$ cat src/rtl/esc_sched_pkg.sv
// -----------------------------------------------------------------------------
// esc_sched_pkg
// Shared definitions for the ESC frame scheduler.
//   state_t    : scheduler state (DISARMED, ARMING, RUN)
//   MOTOR_CNT  : number of motors in the bank (index 0..3 = front, back,
//                left, right)
//   SPD_W      : width of one speed word
//   spd_vec_t  : all motor speeds packed together, element i = motor i
// -----------------------------------------------------------------------------
package esc_sched_pkg;

   localparam int MOTOR_CNT = 4;
   localparam int SPD_W     = 11;

   typedef enum logic [1:0] {
      DISARMED = 2'd0,
      ARMING   = 2'd1,
      RUN      = 2'd2
   } state_t;

   typedef logic [MOTOR_CNT-1:0][SPD_W-1:0] spd_vec_t;

endpackage

$ cat src/rtl/esc_slew.sv
// -----------------------------------------------------------------------------
// esc_slew
// Per-motor slew limiter. Computes the next output value by moving the
// current value toward the target by at most SLEW_MAX per update.
// Ports:
//   cur  in  SPD_W  value currently driven to the ESC
//   tgt  in  SPD_W  commanded target speed
//   en   in  1      apply the step; when low the value holds
//   nxt  out SPD_W  next value (always within 0..2^SPD_W-1)
// Parameters:
//   SLEW_MAX  largest per-update change magnitude
// -----------------------------------------------------------------------------
module esc_slew
   import esc_sched_pkg::*;
#(
   parameter int SLEW_MAX = 32
) (
   input  logic [SPD_W-1:0] cur,
   input  logic [SPD_W-1:0] tgt,
   input  logic             en,
   output logic [SPD_W-1:0] nxt
);

   localparam logic signed [SPD_W:0] STEP = (SPD_W+1)'(SLEW_MAX);

   logic signed [SPD_W:0] diff;
   logic signed [SPD_W:0] step;
   logic signed [SPD_W:0] sum;

   always_comb begin
      // One extra bit makes the unsigned difference representable as signed.
      diff = $signed({1'b0, tgt}) - $signed({1'b0, cur});
      if (diff > STEP) begin
         step = STEP;
      end else if (diff < -STEP) begin
         step = -STEP;
      end else begin
         step = diff;
      end
      // The step never overshoots the target, so the sum stays in range.
      sum = $signed({1'b0, cur}) + step;
      nxt = cur;
      if (en) begin
         nxt = sum[SPD_W-1:0];
      end
   end

endmodule

$ cat src/rtl/esc_sched.sv
// -----------------------------------------------------------------------------
// esc_sched
// Frame scheduler for the four-motor ESC bank. A free-running frame counter
// defines frames of 2^FRAME_W clocks. At each frame start the commanded
// speeds are latched (zeros unless in RUN), and each motor then receives a
// one-cycle write strobe, staggered by STAGGER clocks. A zero-throttle arming
// interval of ARM_FRAMES frame starts precedes RUN. Dropping arm zeros the
// outputs on the next clock.
//
// Optional feature macro: ESC_SLEW_EN
//   defined   : in RUN each output moves toward its command by at most
//               SLEW_MAX per frame (one esc_slew per motor).
//   undefined : outputs take the commanded speeds directly; SLEW_MAX unused.
//
// Ports:
//   clk        in   system clock
//   rst_n      in   asynchronous active-low reset
//   arm        in   level, high requests armed operation
//   frnt_spd, bck_spd, lft_spd, rght_spd   in   commanded speeds (SPD_W)
//   frnt_out, bck_out, lft_out, rght_out   out  speeds to ESCs (motor 0..3)
//   wrt        out  one-cycle write strobe per motor, bit i = motor i
//   frm_strt   out  one-cycle pulse while the frame counter reads 0
//   armed      out  high in RUN only
//
// Timing: the frame-start event is the clock edge on which the frame counter
// wraps to 0. State changes and speed latches happen on that edge, so
// frm_strt and the new speeds appear together while the counter reads 0, and
// wrt[i] follows while the counter reads 1 + i*STAGGER.
// -----------------------------------------------------------------------------
module esc_sched
   import esc_sched_pkg::*;
#(
   parameter int FRAME_W    = 20,
   parameter int STAGGER    = 16,
   parameter int ARM_FRAMES = 64,
   parameter int SLEW_MAX   = 32
) (
   input  logic                 clk,
   input  logic                 rst_n,
   input  logic                 arm,
   input  logic [SPD_W-1:0]     frnt_spd,
   input  logic [SPD_W-1:0]     bck_spd,
   input  logic [SPD_W-1:0]     lft_spd,
   input  logic [SPD_W-1:0]     rght_spd,
   output logic [SPD_W-1:0]     frnt_out,
   output logic [SPD_W-1:0]     bck_out,
   output logic [SPD_W-1:0]     lft_out,
   output logic [SPD_W-1:0]     rght_out,
   output logic [MOTOR_CNT-1:0] wrt,
   output logic                 frm_strt,
   output logic                 armed
);

   localparam int ARM_W = $clog2(ARM_FRAMES + 1);

   // Elaboration-time parameter checks.
   if (longint'(1 + (MOTOR_CNT-1)*STAGGER) >= (longint'(1) << FRAME_W)) begin : g_bad_stagger
      $error("esc_sched: last strobe offset 1+3*STAGGER must be below 2^FRAME_W");
   end
   if (ARM_FRAMES < 1) begin : g_bad_arm
      $error("esc_sched: ARM_FRAMES must be at least 1");
   end
   if (SLEW_MAX < 0 || SLEW_MAX >= (1 << SPD_W)) begin : g_bad_slew
      $error("esc_sched: SLEW_MAX must lie within 0..2^SPD_W-1");
   end

   logic [FRAME_W-1:0]   frm_cnt;
   logic                 frm_wrap;
   state_t               state;
   state_t               state_nxt;
   logic [ARM_W-1:0]     arm_cnt;
   logic [ARM_W-1:0]     arm_cnt_nxt;
   spd_vec_t             spd_in;
   spd_vec_t             run_spd;
   spd_vec_t             spd_q;
   spd_vec_t             spd_nxt;
   logic [MOTOR_CNT-1:0] wrt_nxt;
   logic                 armed_nxt;
   logic                 latch_run;

   assign spd_in   = {rght_spd, lft_spd, bck_spd, frnt_spd};
   // Counter at its last value: the next edge is the frame start.
   assign frm_wrap = &frm_cnt;
   assign latch_run = (state == RUN) && arm && frm_wrap;

`ifdef ESC_SLEW_EN
   for (genvar i = 0; i < MOTOR_CNT; i++) begin : g_slew
      esc_slew #(
         .SLEW_MAX (SLEW_MAX)
      ) u_slew (
         .cur (spd_q[i]),
         .tgt (spd_in[i]),
         .en  (latch_run),
         .nxt (run_spd[i])
      );
   end
`else
   assign run_spd = spd_in;
`endif

   // ---------------------------------------------------------------- FSM
   always_ff @(posedge clk or negedge rst_n) begin
      if (!rst_n) begin
         state   <= DISARMED;
         arm_cnt <= '0;
      end else begin
         state   <= state_nxt;
         arm_cnt <= arm_cnt_nxt;
      end
   end

   always_comb begin
      state_nxt   = state;
      arm_cnt_nxt = arm_cnt;
      if (!arm) begin
         // Disarm takes priority over every frame-start action.
         state_nxt   = DISARMED;
         arm_cnt_nxt = '0;
      end else if (frm_wrap) begin
         case (state)
            DISARMED: begin
               state_nxt   = ARMING;
               arm_cnt_nxt = '0;
            end
            ARMING: begin
               // arm_cnt holds the frame starts already seen in ARMING.
               if (arm_cnt == ARM_W'(ARM_FRAMES - 1)) begin
                  state_nxt   = RUN;
                  arm_cnt_nxt = '0;
               end else begin
                  arm_cnt_nxt = arm_cnt + ARM_W'(1);
               end
            end
            RUN: begin
               state_nxt = RUN;
            end
            default: begin
               state_nxt   = DISARMED;
               arm_cnt_nxt = '0;
            end
         endcase
      end
   end

   always_comb begin
      spd_nxt = spd_q;
      if (!arm) begin
         spd_nxt = '0;
      end else if (frm_wrap) begin
         // The edge that enters RUN still latches zeros.
         spd_nxt = latch_run ? run_spd : '0;
      end
      armed_nxt = (state_nxt == RUN);
      for (int i = 0; i < MOTOR_CNT; i++) begin
         // Registered decode: strobe lands while the counter reads 1+i*STAGGER.
         wrt_nxt[i] = (frm_cnt == FRAME_W'(i * STAGGER));
      end
   end

   // ----------------------------------------------------------- datapath
   always_ff @(posedge clk or negedge rst_n) begin
      if (!rst_n) begin
         frm_cnt  <= '0;
         frm_strt <= 1'b0;
         wrt      <= '0;
         armed    <= 1'b0;
         spd_q    <= '0;
      end else begin
         frm_cnt  <= frm_cnt + FRAME_W'(1);
         frm_strt <= frm_wrap;
         wrt      <= wrt_nxt;
         armed    <= armed_nxt;
         spd_q    <= spd_nxt;
      end
   end

   assign frnt_out = spd_q[0];
   assign bck_out  = spd_q[1];
   assign lft_out  = spd_q[2];
   assign rght_out = spd_q[3];

endmodule

$ cat config.mk
export PLATFORM = sky130hd
export DESIGN_NAME = esc_sched
export DESIGN_NICKNAME = d
export VERILOG_FILES = /design/src/rtl/esc_sched_pkg.sv /design/src/rtl/esc_slew.sv /design/src/rtl/esc_sched.sv
export SDC_FILE = /design/constraint.sdc
export NUM_CORES = 1
export LEC_CHECK = 0
export BUFFER_PORTS_ARGS = -buffer_cell sky130_fd_sc_hd__buf_2
export CORE_MARGIN = 10
export CORE_UTILIZATION = 43
export DETAILED_ROUTE_END_ITERATION = 10
export PLACE_DENSITY = 0.67
export SKIP_LAST_GASP = 1
export SYNTH_ARGS = -nofsm -noshare
export SYNTH_HDL_FRONTEND = slang
export SYNTH_SLANG_ARGS = --single-unit
$ cat constraint.sdc
create_clock -name clk -period 2.6 [get_ports clk]
set_input_delay 0.26 -clock clk [delete_from_list [all_inputs] [get_ports clk]]
set_output_delay 0.26 -clock clk [all_outputs]
set_load 0.01 [all_outputs]
==> summary.md, run 1 <==
| Metric | Value |
|---|---|
| Clock buffer depth | 2 |
| CTS tree | built |
| Synthesized flop and latch total | 79 |
| LEAKAGE | around 0.0021 uW |
| Post-Syn Nets | 416 |
| CTS buffer count | 9 |
| Crit path time final | between 2 and 2.5 ns |
| Cell total after placement | 543 |
| CP max stage delay | 0.57 ns |
| # H-tree levels | 3 |
| Initial core utilization | roughly 44% |
| Wire length per cell | 17.9 um |
| First-pass GRT wire length | 16600 um |
| Final worst-path cycle share | 83.7% |
| Post-cts resize count | 0 |
| Slew Limit Fails | 0 |
| Buf/Inv on CP | 1 |
| Clock-pin slew on the worst setup and hold paths | 0.08 ns |
| Final Hold Fails | 0 |
| Routed wl met3 | 803 um |
| DRC Markers | 0 |
| Vias in the first global route | 3238 |
| Detailed Route Iter0 Violations | 272 |
| M1 WL | 4300 um |
| Largest net degree at the start of global routing | 80 |
| Final net count | 499 |
| Sequential-to-total area share from yosys stat | between 50% and 60% |
| Total track usage | 15.5% |
| Crit path required time | 2.87 ns |
| FF+latch area | 0.00198 mm2 |
| Worst path top cell family by delay | simple AND/OR/NAND/NOR gates |
| Clk_skew | 0.0115 ns |
| Chip width | 112 um |
| Synthesized area | 0.00362 mm2 |
| Synthesized area per cell | 9.89 um2 |
| Die ar. | 0.0125 mm2 |
| Fin cells | ~560 |
| Max Cap Viol | 0 |
| Hold Crit Class | input pin to asynchronous set/reset pin |
| Row cnt | 33 |
| Hold_buf cts | 0 |
| Detailed Routing Iterations Pass 1 | 4 |
| Clk root buf | clkbuf_8 |
| Status | finished clean |
| Total gr overflow | 0 |
| Startpoint Class | register |
| Crit path max fanout | 22 |
| Unique masters post-synth | 38 |
| Share of cells above drive strength 1 | between 20% and 30% |
| Post-synth ARST share | 100% |
| Hpwl dp | 6750 um |
| Synth Flop Type | dfrtp_1 |
| I/O pin cnt | 97 |
| Number of synthesized flops with an enable pin | 0 |
| Area occupied by multi-input gates | 0.00148 mm2 |
| Fmax | 0.460 GHz |
| Synth Instances | 366 |
| Worst vdd ir | 228 uV |
| Initial antenna violation count | 0 |
| Critical path capture point type | register |
| DR vias/cell | 5.83 |
| Setup_tns | 0 ns |
| Power Total | 2150 uW |
| Yosys warns | 0 |
| Unrepaired setup endpoints after global routing | false |
| Antenna cells | 0 |
| Die Span Y | 112 um |
| Detailed Route WL | between 9000 and 10000 um |
| Arrival time worst endpoint | 2.45 ns |
| Final setup vio count | 0 |
| Max_slew headroom | about 33% |
| WS Path Type | register to register |
| Worst skew pair latency | 0.34 ns |
| Crit path cell chain | ha_1 -> nand4_1 -> or4_1 -> buf_4 -> a2111o_1 -> a21oi_1 |
| Final Wtd Congestion | 0.781 |
| Sink Count | 79 |
| Reg2Reg Setup Slack | approximately 0.42 ns |
| PD cells | approximately 490 mW/mm2 |
| Syn-to-layout area delta | 20.5% |
| Area of the core | 0.00822 mm2 |
| CP max-delay cell | or4_1 |
| Least-Margin Pin Slew | 1.00 ns |
| WL met2 | 4810 um |
| # port buffers | 96 |
| Via count | between 3000 and 4000 |
| Fill cell count | 798 |
| Top sig layer | met4 |
| Post-CTS Setup Bufs | 0 |
| Remaining antenna violation count | 0 |
## layout by cell type (no fill, tap or decap), types with 2 or more instances in the layout
cell type	n
clkbuf_8	12
a31oi_1	4
nand3_1	12
o211ai_1	2
nor2_1	9
o21ai_0	50
or2_2	2
inv_1	6
clkinv_2	2
dfrtp_1	79
ha_1	3
a21oi_1	47
or3_1	3
buf_4	13
nor3b_1	2
nand3b_1	2
buf_2	95
nand4_1	52
nor2b_1	2
or4_1	2
xor2_1	9
xnor2_1	9
nand2_1	11
nor3_1	9
## flip-flops by register name, summed over array words and instances, names as in the netlist
signal	cells
frm_cnt	20
bck_out	11
frnt_out	11
lft_out	11
rght_out	11
arm_cnt	7
wrt	4
state	2
armed	1
frm_strt	1
## worst paths after layout
kind | start | end | depth (start not counted)
worst max-delay path | frm_cnt[0] | state[0] | 6
worst min-delay path | rst_n | bck_out[5] | 1
worst max register to register | frm_cnt[0] | state[0] | 6
worst min register to register | frm_cnt[17] | frm_cnt[17] | 1
max in group asynchronous | rst_n | frm_cnt[5] | 1
min in group clk | rght_spd[0] | rght_out[0] | 3
## report_power, final
group / internal [uW] / switching [uW]
Combinational: 26.9 / 48.4
Clock: 417 / 427
Sequential: 1230 / 0.00000000000212
## per-stage QoR
stage | setup slack, ns | hold WS (ns) | instance area, um2 | utilization [%]
6_report | 0.424 | 0.0691 | 4360 | 53.1
5_1_grt | 0.274 | 0.149 | 4360 | 53.1
4_1_cts | 0.426 | 0.124 | 4360 | 53.1
3_5_place_dp | 0.448 | 0.486 | 4180 | 50.9
3_3_place_gp | 0.489 | 0.475 | 4180 | 50.9
2_1_floorplan | 0.767 | -0.0356 | 3620 | -
## layout make-up
type,count,share of cell area (%)
Sequential cell,79,45.3
Multi-Input combinational cell,245,33.8
Tap cell,105,3.01
Inverter,6,0.516
Clock inverter,3,0.401
Clock buffer,12,3.79
Timing Repair Buffer,108,13.1
## layer usage
metal	global-route usage, %	up-vias
li1	-	1515
met2	23.8	112
met5	0	-
met1	20.2	1621
met4	3.68	0
met3	5.64	7
## synth_stat cells, types with 4 or more instances
cell type  number  share of area, %
inv_1           6              0.62
xnor2_1         9               2.2
clkbuf_1       30               3.1
o21ai_0        50               6.9
nand2_1        11               1.1
a31oi_1         4              0.69
nand3_1        12               1.7
a21oi_1        47               6.5
nand4_1        52               9.0
dfrtp_1        79                55
nor2_1          9              0.93
nor3_1          9               1.2
xor2_1          9               2.2
## cell families after synthesis
| kind of cell | count (synthesis) | share of synthesized area [%] |
|---|---|---|
| muxes | 2 | 0.588 |
| AOI/OAI and AO/OA | 107 | 15.6 |
| buffers and inverters | 42 | 4.70 |
| xor gates and xnor gates | 18 | 4.36 |
| DFF | 79 | 54.6 |
| and+or+nand+nor | 115 | 19.1 |
| adders and majority gates | 3 | 1.04 |
## worst reg2reg max path: stages (launching register included)
cell and delay, ns:
dfrtp_1 0.41, ha_1 0.23, nand4_1 0.18, or4_1 0.57, buf_4 0.26, a2111o_1 0.36, a21oi_1 0.12
No activity file was read; power rests on OpenSTA's default activity.
==> run 2, diff against run 1 <==
- PLACE_DENSITY: 0.67 -> 0.7
- clock period: 2.6 -> 1.9 ns (I/O delays scaled with it)
==> run 2 against run 1 <==
  * Sequential share of layout area is 2.7 points lower
  * Worst hold slack improved by 0.018 ns
  * Routed wire length is 3.0% higher
  * Fmax is 16% higher
  * Critical endpoint is now bck_out[1]
  * Clock power is 47% higher
  * Critical path type unchanged
  * Design area rose by 6.3%
  * Setup slack lost 0.40 ns
==> summary.md, run 2 (synthesized netlist as in run 1, its figures left out) <==
| Metric | Value |
|---|---|
| # H-tree levels | 3 (unchanged) |
| Via count | 3389 (+4.1%) |
| Clock-pin slew on the worst setup and hold paths | 0.08 ns (about the same) |
| Antenna cells | 0 (unchanged) |
| Worst vdd ir | 402 uV (+77%) |
| Area of the core | 0.00822 mm2 (unchanged) |
| # port buffers | 96 (unchanged) |
| Startpoint Class | register |
| Status | finished clean |
| Sink Count | 79 (unchanged) |
| Critical path capture point type | register |
| Crit path from | frm_cnt[0] |
| Initial antenna violation count | 0 (unchanged) |
| Largest net degree at the start of global routing | 50 (-38%) |
| Unrepaired setup endpoints after global routing | true |
| First-pass GRT wire length | 16700 um (+0.88%) |
| Final Hold Fails | 0 (unchanged) |
| Arrival time worst endpoint | 2.14 ns (-0.31 ns) |
| Die Span Y | 112 um (unchanged) |
| Cell total after placement | 564 (+3.9%) |
| Vias in the first global route | 3390 (+4.7%) |
| Clk pwr share | 40.9% (+1.6 points) |
| LEAKAGE | 0.00220 uW (+6.7%) |
| Syn-to-layout area delta | 28.1% |
| DRC Markers | 0 (unchanged) |
| Detailed Route WL | 10300 um (+3.0%) |
| Switching Share | 22.1% (-0.043 points) |
| Final net count | 524 (+5.0%) |
| DR vias/cell | 5.81 (-0.35%) |
| Crit path required time | 2.16 ns (-0.71 ns) |
| Fin cells | 583 (+4.5%) |
| Most frequent cells in the layout | buf_2 (95), dfrtp_1 (79), nand4_1 (52) |
| CTS tree | built |
| WS Path Type | register to register |
| Max Cap Viol | 0 (unchanged) |
| Slew Limit Fails | 0 (unchanged) |
| Crit path max fanout | 11 (-50%) |
| I/O pin cnt | 97 (unchanged) |
| Max_slew headroom | 64.4% (+31 points) |
| Sequential fraction of design power | 55.5% (-1.7 points) |
| Hold Crit Class | input pin to register |
| Total track usage | 15.8% (+0.30 points) |
| Least-Margin Pin Slew | 0.535 ns (-0.467 ns) |
| Crit path time final | 1.87 ns (-0.302 ns) |
| Fmax | 0.534 GHz (+16%) |
| Crit path cell chain | ha_2 -> nand4_1 -> buf_4 -> nor4_4 -> buf_4 -> clkbuf_16 -> nand4_1 -> a21oi_1 |
| Reg2Reg Setup Slack | 0.03 ns (-0.40 ns) |
| Wire length per cell | 17.6 um (-1.4%) |
| Final setup vio count | 0 (unchanged) |
| PD cells | 653 mW/mm2 (+33%) |
| Total gr overflow | 0 (unchanged) |
| Combinational share of power | 3.7% (+0.2 points) |
| Worst hold start | rght_spd[1] |
| Clock buffer depth | 2 (unchanged) |
| Largest register FFs | 20 (unchanged) |
| Clk_skew | 0.00991 ns (-0.00162 ns) |
| Hpwl dp | 7090 um (+5.1%) |
| Share of cells above drive strength 1 | 33.3% (+4.3 points) |
| Detailed Route Iter0 Violations | 204 (-25%) |
| Final worst-path cycle share | 98.6% (+15 points) |
| CP max-delay cell | dfrtp_1 |
| Clk root buf | clkbuf_8 |
| Remaining antenna violation count | 0 (unchanged) |
| Final Wtd Congestion | 0.839 (+7.4%) |
| Sw Pwr | 669 uW (+41%) |
| CTS buffer count | 9 (unchanged) |
| Initial core utilization | 44.1% (unchanged) |
| Commonest non-fill, non-tap cell in the layout | buf_2 |
| Worst flop-to-flop path startpoint | frm_cnt[0] |
| Die ar. | 0.0125 mm2 (unchanged) |
| Chip width | 112 um (unchanged) |
| Largest register by flop count | frm_cnt |
| WHS | 0.0876 ns (+0.0184 ns) |
| Detailed Routing Iterations Pass 1 | 4 (unchanged) |
| Internal Power | 2360 uW (+41%) |
| Row cnt | 33 (unchanged) |
| CP max stage delay | 0.35 ns (-0.22 ns) |
| Worst skew pair latency | 0.34 ns (about the same) |
## run 2: cell types whose count changed in the layout (fill, tap and decap cells not counted), sizes merged
cell | before | now
dlygate4sd3 | 0 | 1
buf | 108 | 131
bufinv | 0 | 1
clkinvlp | 1 | 2
clkbuf | 12 | 11
## run 2: worst paths after layout
check / end / cells after the start
min in group asynchronous: arm_cnt[4] / 2
min: rght_out[1] / 3
max reg2reg: bck_out[1] / 8
min reg2reg: frm_cnt[17] / 1
max: bck_out[1] / 8
max in group asynchronous: lft_out[10] / 3
## run 2: routing by layer
metal	global-route usage [%]	share of wire, %	vias to the layer above
li1	-	-	1564
met3	5.05	5.7	20
met4	6.08	2.2	0
met5	0	0	-
met1	20.0	43	1686
met2	24.5	49	119
## run 2: timing repair
| item | in CTS | in global routing |
|---|---|---|
| gates resized for setup | 1 | 9 |
| cloned | 0 | 1 |
| hold buffers | 1 | 0 |
| buffers inserted | 0 | 2 |
| setup endpoints to repair | 5 | 16 |
| endpoints found under the hold margin | 38 | 0 |
| pin swaps | 0 | 12 |
## run 2: power groups by stage
stage	sequential [uW]	clock (uW)	combinational, uW
2_1_floorplan	1710	0	16.4
3_3_place_gp	1710	0	111
3_5_place_dp	1710	0	111
4_1_cts	1680	1270	113
5_1_grt	1680	1340	126
6_report	1680	1240	111
## run 2: layout make-up
cell class | count | area (um2)
clock buffer | 10 | 138
clock inverter | 5 | 58.8
fill | 754 | 3580
inverter | 6 | 22.5
multi-input combinational | 245 | 1490
sequential | 79 | 1980
tap | 105 | 131
timing repair buffer | 133 | 818
## run 2: per-stage QoR
stage               power, uW  worst slack [ns]  util (%)  area, um2  setup TNS [ns]
detailed placement       1820           -0.0114      53.3       4380         -0.0212
floorplan                1730            0.0668         -       3620               0
finish                   3030            0.0257      56.4       4640               0
global placement         1820            0.0571      53.3       4380               0
CTS                      3070            0.0578      55.8       4590               0
global route             3150           -0.0534      56.4       4640          -0.952
## run 2: critical path, delay by kind of cell, from the launching register on
| family | cells | cell delay [ns] |
|---|---|---|
| fa+ha+maj | 1 | 0.19 |
| simple gates | 3 | 0.55 |
| compound gates | 1 | 0.16 |
| buf+inv | 3 | 0.55 |
| flops | 1 | 0.35 |
